<file path="config.mk">
export PLATFORM = sky130hd
export DESIGN_NAME = fetch_prefetch_unit
export DESIGN_NICKNAME = d
export VERILOG_FILES = /design/src/rtl/fetch_prefetch_unit.sv
export SDC_FILE = /design/constraint.sdc
export NUM_CORES = 1
export LEC_CHECK = 0
export BUFFER_PORTS_ARGS = -buffer_cell sky130_fd_sc_hd__buf_2
export CAP_MARGIN = 0
export CORE_UTILIZATION = 30
export CTS_CLUSTER_SIZE = 16
export DETAILED_ROUTE_END_ITERATION = 6
export PLACE_DENSITY = 0.49
export SYNTH_ARGS = -nofsm -noshare
export SYNTH_HDL_FRONTEND = slang
export SYNTH_SLANG_ARGS = --single-unit
</file>
<file path="constraint.sdc">
create_clock -name clk -period 22 [get_ports clk]
set_clock_uncertainty 0.05 [all_clocks]
set_input_delay 6.6 -clock clk [delete_from_list [all_inputs] [get_ports clk]]
set_output_delay 6.6 -clock clk [all_outputs]
set_load 0.1 [all_outputs]
</file>
<file path="src/rtl/fetch_prefetch_unit.sv">
// Instruction-fetch front end: pipelined imem requests into a DEPTH-entry
// ring of {pc, inst}, drained by decode under valid/ready, flushed on redirect.
module fetch_prefetch_unit #(
    parameter int XLEN = 32,
    parameter int DEPTH = 4,
    parameter logic [XLEN-1:0] RESET_PC = '0
) (
    input  logic                     clk,
    input  logic                     rst,
    output logic                     imem_req,
    output logic [XLEN-1:0]          imem_addr,
    input  logic                     imem_gnt,
    input  logic                     imem_rvalid,
    input  logic [XLEN-1:0]          imem_rdata,
    output logic                     inst_valid,
    output logic [XLEN-1:0]          inst,
    output logic [XLEN-1:0]          inst_pc,
    output logic [XLEN-1:0]          inst_pc4,
    input  logic                     inst_ready,
    input  logic                     redirect_valid,
    input  logic [XLEN-1:0]          redirect_pc,
    output logic [XLEN-1:0]          fetch_pc,
    output logic [$clog2(DEPTH):0]   occupancy
);

    localparam int IW = $clog2(DEPTH);
    localparam int PW = IW + 1;
    localparam logic [PW-1:0] DEPTH_P = PW'(DEPTH);

    logic [XLEN-1:0] fetchPc;
    logic [PW-1:0]   allocPtr;
    logic [PW-1:0]   fillPtr;
    logic [PW-1:0]   headPtr;
    logic [PW-1:0]   pendCnt;
    logic [PW-1:0]   dropCnt;
    logic [XLEN-1:0] entPc   [DEPTH];
    logic [XLEN-1:0] entInst [DEPTH];
    logic [DEPTH-1:0] entFilled;

    logic [IW-1:0] allocIdx;
    logic [IW-1:0] fillIdx;
    logic [IW-1:0] headIdx;
    logic          accept;
    logic          pop;
    logic          unusedBits;

    assign allocIdx  = allocPtr[IW-1:0];
    assign fillIdx   = fillPtr[IW-1:0];
    assign headIdx   = headPtr[IW-1:0];
    assign unusedBits = ^redirect_pc[1:0];

    assign occupancy = allocPtr - headPtr;
    assign imem_req  = !rst && !redirect_valid
                     && (occupancy < DEPTH_P) && (pendCnt < DEPTH_P);
    assign imem_addr = fetchPc;
    assign fetch_pc  = fetchPc;

    // Decode sees only ring state, never imem_rdata directly.
    assign inst_valid = entFilled[headIdx];
    assign inst       = entInst[headIdx];
    assign inst_pc    = entPc[headIdx];
    assign inst_pc4   = entPc[headIdx] + XLEN'(4);

    assign accept = imem_req && imem_gnt;
    assign pop    = inst_valid && inst_ready && !redirect_valid;

    always_ff @(posedge clk or posedge rst) begin
        if (rst) begin
            fetchPc   <= RESET_PC;
            allocPtr  <= '0;
            fillPtr   <= '0;
            headPtr   <= '0;
            pendCnt   <= '0;
            dropCnt   <= '0;
            entFilled <= '0;
            for (int i = 0; i < DEPTH; i++) begin
                entPc[i]   <= '0;
                entInst[i] <= '0;
            end
        end else if (redirect_valid) begin
            // Everything still in flight becomes stale and must be skipped.
            fetchPc   <= {redirect_pc[XLEN-1:2], 2'b00};
            allocPtr  <= '0;
            fillPtr   <= '0;
            headPtr   <= '0;
            entFilled <= '0;
            pendCnt   <= pendCnt - PW'(imem_rvalid);
            dropCnt   <= pendCnt - PW'(imem_rvalid);
        end else begin
            if (accept) begin
                entPc[allocIdx]     <= fetchPc;
                entFilled[allocIdx] <= 1'b0;
                allocPtr            <= allocPtr + PW'(1);
                fetchPc             <= fetchPc + XLEN'(4);
            end
            if (imem_rvalid) begin
                if (dropCnt != '0) begin
                    dropCnt <= dropCnt - PW'(1);
                end else begin
                    entInst[fillIdx]   <= imem_rdata;
                    entFilled[fillIdx] <= 1'b1;
                    fillPtr            <= fillPtr + PW'(1);
                end
            end
            if (pop) begin
                entFilled[headIdx] <= 1'b0;
                headPtr            <= headPtr + PW'(1);
            end
            pendCnt <= pendCnt + PW'(accept) - PW'(imem_rvalid);
        end
    end

endmodule

</file>
# Word-level counts from Yosys, hierarchy flattened
# Index checks and enable logic that the tools add are counted.
[totals]
out_inout_bits = 165
ff_bits = 307
elab_cells = 111
ram_bits = 0
romBits = 0
input_bits = 70
latchBits = 0
mem_count = 0
[op_classes]
n_lt_le_gt_ge = 13
n_mux = 40
bitwise_logic = 10
eq_ne = 1
add_sub_neg = 10
mul = 0
div_mod_pow = 0
reduce_logical = 22
shifts = 0
[ops]
columns = ["op", "n"]
rows = [
  ["$bwmux W128", 2],
  ["$mux W32", 8],
  ["$bmux W32 S2", 2],
  ["$demux W32 S2", 2],
  ["$add A32 B3 Y32 const B", 2],
  ["$mux W3", 11],
  ["$mux W4", 7],
  ["$logic_and A1 B1 Y1", 11],
  ["$add A3 B1 Y3 const B", 3],
  ["$ge A3 B3 Y1 const B", 3],
  ["$lt A2 B3 Y1 const B", 3],
  ["$not A2 Y3", 3],
  ["$and A4 B4 Y4", 2],
  ["$not A4 Y4", 2],
  ["$reduce_bool A2 Y1", 4],
  ["$demux W1 S2", 3],
  ["$ge A2 B1 Y1 const B", 3],
  ["$lt A3 B1 Y1 const B", 2],
  ["$lt A3 B3 Y1 const B", 2],
  ["$reduce_and A2 Y1", 3],
  ["$sub A3 B1 Y3", 2],
  ["$mux W1", 4],
  ["$or A4 B4 Y4", 1],
  ["$add A3 B1 Y3", 1],
  ["other kinds (8)", 10],
]

# Logic depth before layout (Yosys ltp)
# Gate-level depths: netlist of run 1.
[depth]
word_depth = 15
ltp_mapped = 15
mapped_depth_nobuf = 13

# Worst setup path before layout of run 1
# No wires, ideal clock.
[synth_path]
path_type = "input-to-output"
startpoint = "in redirect_valid"
endpoint = "out imem_req"
arrival_ns = 7.555
path_buffers = 0
t_required_ns = 15.350
stages = 2
path_slack_ns = 7.795
cell_sequence = "nor3_1 > and2_1"
[synth_between]
elab_chain_len = 4
[synth_rtl]
columns = ["element", "line", "source"]
rows = [
  ["start: declaration", "20", "input logic redirect_valid,"],
  ["$logic_not A1 Y1", "53", "assign imem_req = !rst && !redirect_valid"],
  ["$logic_and A1 B1 Y1", "53", ""],
  ["$logic_and A1 B1 Y1 (2 in a row)", "54", "&& (occupancy < DEPTH_P) && (pendCnt < DEPTH_P);"],
  ["end: declaration", "10", "output logic imem_req,"],
]
# Every way passes these cells.

# Worst setup path after layout of run 1
# Ends and elaborated chain as after synthesis.

==> results of run 1 <==
[flip-flops by register name (all words and copies together) (netlist names)]
register and count:
pendCnt 3, entFilled 4, fetch_pc 30, entInst 128, headPtr 3, entPc 120
dropCnt 3, allocPtr 3, fillPtr 2
[metal layers]
metal  global-route usage [%]  wire [µm]  share of wire [%]  up-vias
met5                        0         47               0.12        -
met4                     4.28        710                1.9        8
met3                     3.96       2200                5.8       54
met2                     25.3      18000                 47      237
met1                     20.3      17000                 45     4823
li1                         -          -                  -     4245
[worst max-delay path, stage by stage]
cell and delay (ns):
buf_2 0.10, buf_4 0.22, nor3_1 0.25, and2_1 0.15, buf_2 0.42
[final timing paths]
check,startpoint,slack (ns),to
setup reg to reg,headPtr[0],17.28,pendCnt[2]
setup / recovery,redirect_valid,7.60,imem_req
hold reg to reg,entPc[4],0.43,entPc[4]
max in group asynchronous,rst,14.34,entPc[2]
min in group asynchronous,rst,6.15,pendCnt[2]
hold / removal,entPc[4],0.43,entPc[4]
[area by class of cell]
cell class | count | share of cell area (%)
antenna | 2 | 0.0294
clock buffer | 56 | 6.28
clock inverter | 3 | 0.169
inverter | 24 | 0.574
multi-input combinational | 657 | 37.5
sequential | 296 | 43.6
tap | 615 | 4.52
timing repair buffer | 240 | 7.30
[cell usage in the layout, fill, tap and decap left out, types with 6 or more instances in the layout]
master,instances
conb_1,8
clkbuf_16,38
a21oi_1,11
o21ai_0,41
ha_1,21
nand2_1,69
buf_2,224
nand3_1,23
nor3_1,8
xor2_1,7
o311ai_0,13
dfrtp_1,294
and3_1,10
buf_4,16
nand4_1,16
nor2b_1,6
mux4_2,56
nor2_1,25
mux2_2,234
inv_1,23
a31oi_1,7
clkbuf_1,13
o211ai_1,6
xnor2_1,29
[stage by stage]
step / instances / worst slack [ns] / instance area [µm²] / utilization [%]
CTS: 1891 / 7.60 / 17000 / 35.6
global route: 1891 / 7.55 / 17000 / 35.6
finish: 1893 / 7.60 / 17000 / 35.6
detailed placement: 1832 / 7.60 / 15900 / 33.3
floorplan: 1085 / 7.17 / 14500 / -
global placement: 1832 / 7.57 / 15900 / 33.3
[power by group]
group | leakage [nW] | switching (mW) | total, mW | internal, mW
clock | 0.531 | 0.227 | 0.559 | 0.332
sequential | 3.94 | 0.0755 | 0.731 | 0.656
combinational | 3.59 | 1.00 | 1.26 | 0.259
total | 8.06 | 1.31 | 2.55 | 1.25
[logic make-up (layout without fill, tap and decap cells)]
group,after synthesis,after routing,synth area share [%]
multiplexers,300,300,28.3
flip-flops,296,296,51.1
AND/OR/NAND/NOR,190,190,6.60
buffers and inverters,132,323,5.20
AO/OA/AOI/OAI,99,99,4.37
XOR/XNOR,37,37,2.33
adder cells (fa/ha/maj),23,23,2.09
other,1,10,0.0259
==> results.md, run 1 <==
* Status: complete, no violations
* Hold crit path type: reg -> reg
* Seq/Total Area, Yosys at 51.1%
* CTS tree: yes
* Average via count per standard cell at 4.95
* Area Overhead vs Synth at 17.3%
* MaxCap Viol Count at 0
* Overflow after GRT at 0
* Crit Path Category: in -> out
* DIE AREA at 49,200 µm²
* CTS resizes at 0
* Number of global-route vias before repair at 9,671
* Endpoints failing setup at 0
* # IOs at 235
* Clock Sinks at 296
* Synth top cells by count: 296 x dfrtp_1, 234 x mux2_2, 73 x nand2_1, 56 x mux4_2, 41 x o21ai_0
* Least-Margin Pin Slew at 1.12 ns
* CP arrival at 7.75 ns
* Initial antenna violation count at 5
* DRT Pass-1 Iters at 4
* WP data required at 15.35 ns
* Ys flop type: dfrtp_1
* TNS Setup at 0 ns
* #FFs+latches synth at 296
* Core Region at 47,700 µm²
* Top cells by area, synth: dfrtp_1 51%, mux2_2 18%, mux4_2 8.7%
* GR Util All Layers at 15.5%
* Area of the multi-input gates at 6380 µm²
* Largest net degree at the start of global routing at 101
* Total power at 2.55 mW
* Post-DP HPWL at 24,000 µm
* Routed via count at 9,367
* Top-count cell post-synth: dfrtp_1
* Root buffer cell: clkbuf_16
* Standard-cell rows at 80
* Post-synth EDFFs at 0
* Max-slew headroom at the worst pin at 24.8%
* Mapped Area at 14,500 µm²
* Cell Pwr Density at 150 nW/µm²
* Remaining DRCs at 0
* Layout cells sized above 1 at 46.4%
* Setup bufs post-CTS at 0
* Final antenna-violating net count at 0
* Yosys cell types at 55
* TritonCTS Buffers at 36
* Iteration-0 DRC Markers at 606
* Max H-tree Level at 2
* Final nets at 1,348
* Hold Buf Count CTS at 0
* Synth Area per Inst at 13.5 µm²
* Skew-Pair Late Insertion Delay at 0.54 ns
* Wire per inst at 20.0 µm
* Sequential standard cell area at 7410 µm²
* P_leak at 8.06 nW
* Hold depth at 2
* Die H at 222 µm
* Gpl congestion at 0.735
* Syn Inst Count at 1,078
* Die width at 222 µm
* Critical Path End Type: output pin
* RSZ-0062 raised after global routing: false
* Fin crit share at 65.5%
* Total wire length at 37,900 µm
* Max frequency at 69.4 MHz
* Crit-path max FO at 28
* Initial Util at 30.4%
* IO buf count at 224
* Synth warn at 0
* Final hold violation count at 0
* Slew Limit Fails at 0
* Cells on worst reg2reg path at 15
* Maximum VDD drop at 0.0917 mV
* Cell taking the most area after synthesis: dfrtp_1
* First-pass GRT wire length at 58,700 µm
* Maximum buffer depth of the clock tree at 3
* Crit path launch type: primary input
* Ys async rst share at 100%
* Post-layout minimum cycle time at 14.40 ns
* Worst-path clk slew at 0.05 ns
* Hold WS at 0.431 ns
* Number of fill cells in the layout at 4,665
* Yosys top cell area share at 51.1%
Power figures use the tool's default switching activity.
==> run 2: changes to the inputs <==
--- a/config.mk
+++ b/config.mk
@@ -10,7 +10,7 @@
 export CORE_UTILIZATION = 30
 export CTS_CLUSTER_SIZE = 16
 export DETAILED_ROUTE_END_ITERATION = 6
-export PLACE_DENSITY = 0.49
+export PLACE_DENSITY = 0.5
 export SYNTH_ARGS = -nofsm -noshare
 export SYNTH_HDL_FRONTEND = slang
 export SYNTH_SLANG_ARGS = --single-unit
==> constraint.sdc (replaced) <==
create_clock -name clk -period 12 [get_ports clk]
set_clock_uncertainty 0.05 [all_clocks]
set_input_delay 3.6 -clock clk [delete_from_list [all_inputs] [get_ports clk]]
set_output_delay 3.6 -clock clk [all_outputs]
set_load 0.1 [all_outputs]
==> results.md, run 2 (synthesis results as in run 1) <==
* TritonCTS Buffers at 37
* CP max stage delay at 0.42 ns
* Standard-cell rows at 80
* Iteration-0 DRC Markers at 546
* Cell Pwr Density at 279 nW/µm²
* Initial antenna violation count at 7
* RSZ-0062 raised after global routing: false
* DRT Pass-1 Iters at 4
* Hold Buf Count CTS at 0
* CP most frequent cell: buf_2
* # IOs at 235
* GRT Max-Usage Layer: met2
* Crit-path cells: buf_2 > buf_4 > nor3_1 > and2_1 > buf_2
* Routed via count at 9,370
* Area after DPL at 15,900 µm²
* Max-slew headroom at the worst pin at 19.7%
* Area Overhead vs Synth at 17.9%
* Initial Util at 30.4%
* P_leak at 8.10 nW
* Sequential standard cell area at 7410 µm²
* Number of fill cells in the layout at 4,673
* Status: complete, no violations
* Critical Path End Type: output pin
* Non-filler cells, final at 1,890
* Finished Cell Area at 17,100 µm²
* WP data required at 8.35 ns
* Maximum buffer depth of the clock tree at 3
* GR Util All Layers at 15.3%
* M1 GR Usage at 19.9%
* M2 GR Usage at 25.1%
* Maximum VDD drop at 0.179 mV
* Max H-tree Level at 2
* Worst-path clk slew at 0.05 ns
* CP arrival at 4.90 ns
* Most common cell after layout, fill and taps aside: dfrtp_1
* Die H at 222 µm
* Hold crit path type: reg -> reg
* Root buffer cell: clkbuf_16
* DIE AREA at 49,200 µm²
* Crit-path max FO at 61
* Clock Sinks at 296
* Gpl congestion at 0.731
* Grt met3 use at 4.07%
* Max FFs per register at 128
* Final nets at 1,341
* Worst path buffer plus inverter count at 3
* Core Region at 47,700 µm²
* Total wire length at 37,200 µm
* Cell class contributing the biggest share of worst-path delay: buffers and inverters
* Die width at 222 µm
* CTS tree: yes
* Post-DP HPWL at 23,600 µm
* Setup bufs post-CTS at 0
* Largest net degree at the start of global routing at 177
* Placed cell count at 1,824
* Most frequent cells in the layout: 294 x dfrtp_1, 234 x mux2_2, 224 x buf_2, 65 x nand2_1, 56 x mux4_2
* Final antenna-violating net count at 0
* Overflow after GRT at 0
* MaxCap Viol Count at 0
* Fin crit share at 71.2%
* Slowest cell on crit path: buf_2
* Area of the multi-input gates at 6390 µm²
* Max frequency at 117 MHz
* Hold WS at 0.423 ns
* Crit path launch type: primary input
* Number of global-route vias before repair at 9,826
* Least-Margin Pin Slew at 1.20 ns
* Slew Limit Fails at 0
* Wire per inst at 19.7 µm
* Layout cells sized above 1 at 46.8%
* Total power at 4.77 mW
* First-pass GRT wire length at 58,600 µm
* IO buf count at 224
* Largest Register: entInst
* Post-layout minimum cycle time at 8.55 ns
* Crit Path Category: in -> out
* CTS resizes at 0
* Average via count per standard cell at 4.96
* Remaining DRCs at 0
* Final hold violation count at 0
* TNS Setup at 0 ns
* Endpoints failing setup at 0
* Skew-Pair Late Insertion Delay at 0.54 ns
## run 2: changes by cell type in the layout (fill, tap and decap cells not counted), moves of 2 or more
cell	change
bufinv_16	+3
clkbuf_8	+2
clkbuf_1	-3
nand2_2	+4
buf_4	-9
nand2_1	-4
## run 2: worst min-delay path: stages (launching register included)
cell	delay, ns
dfrtp_1	0.33
nand2_1	0.04
o21ai_0	0.06
## run 2: report_power, final
part	switching [mW]	internal [mW]	total [mW]
registers	0.134	1.20	1.34
logic	1.83	0.474	2.31
clock network	0.426	0.700	1.13
## run 2: layout make-up
class,count,area share (%)
tap,615,4.50
multi-input combinational,657,37.4
antenna,3,0.0439
inverter,24,0.571
clock buffer,56,6.49
sequential,296,43.4
timing repair buffer,232,6.98
clock inverter,7,0.680
## run 2: through the flow
stage,util (%),setup slack (ns)
2_1_floorplan,-,0.174
3_3_place_gp,33.2,3.43
3_5_place_dp,33.2,3.45
4_1_cts,35.8,3.44
5_1_grt,35.8,3.36
6_report,35.8,3.45
## run 2: metal layers
metal | share of wire, % | up-vias
li1 | - | 4230
met1 | 45 | 4849
met5 | 0.12 | -
met2 | 47 | 231
met3 | 6.0 | 52
met4 | 1.8 | 8
## run 2: final timing paths
path	startpoint	end	slack (ns)	depth (start not counted)
worst max-delay path	redirect_valid	imem_req	3.45	5
worst min register to register	entPc[27]	entPc[27]	0.42	2
worst min-delay path	entPc[27]	entPc[27]	0.42	2
worst max register to register	headPtr[0]	pendCnt[2]	6.90	14
min in group asynchronous	rst	pendCnt[2]	3.14	2
max in group asynchronous	rst	headPtr[0]	6.86	3
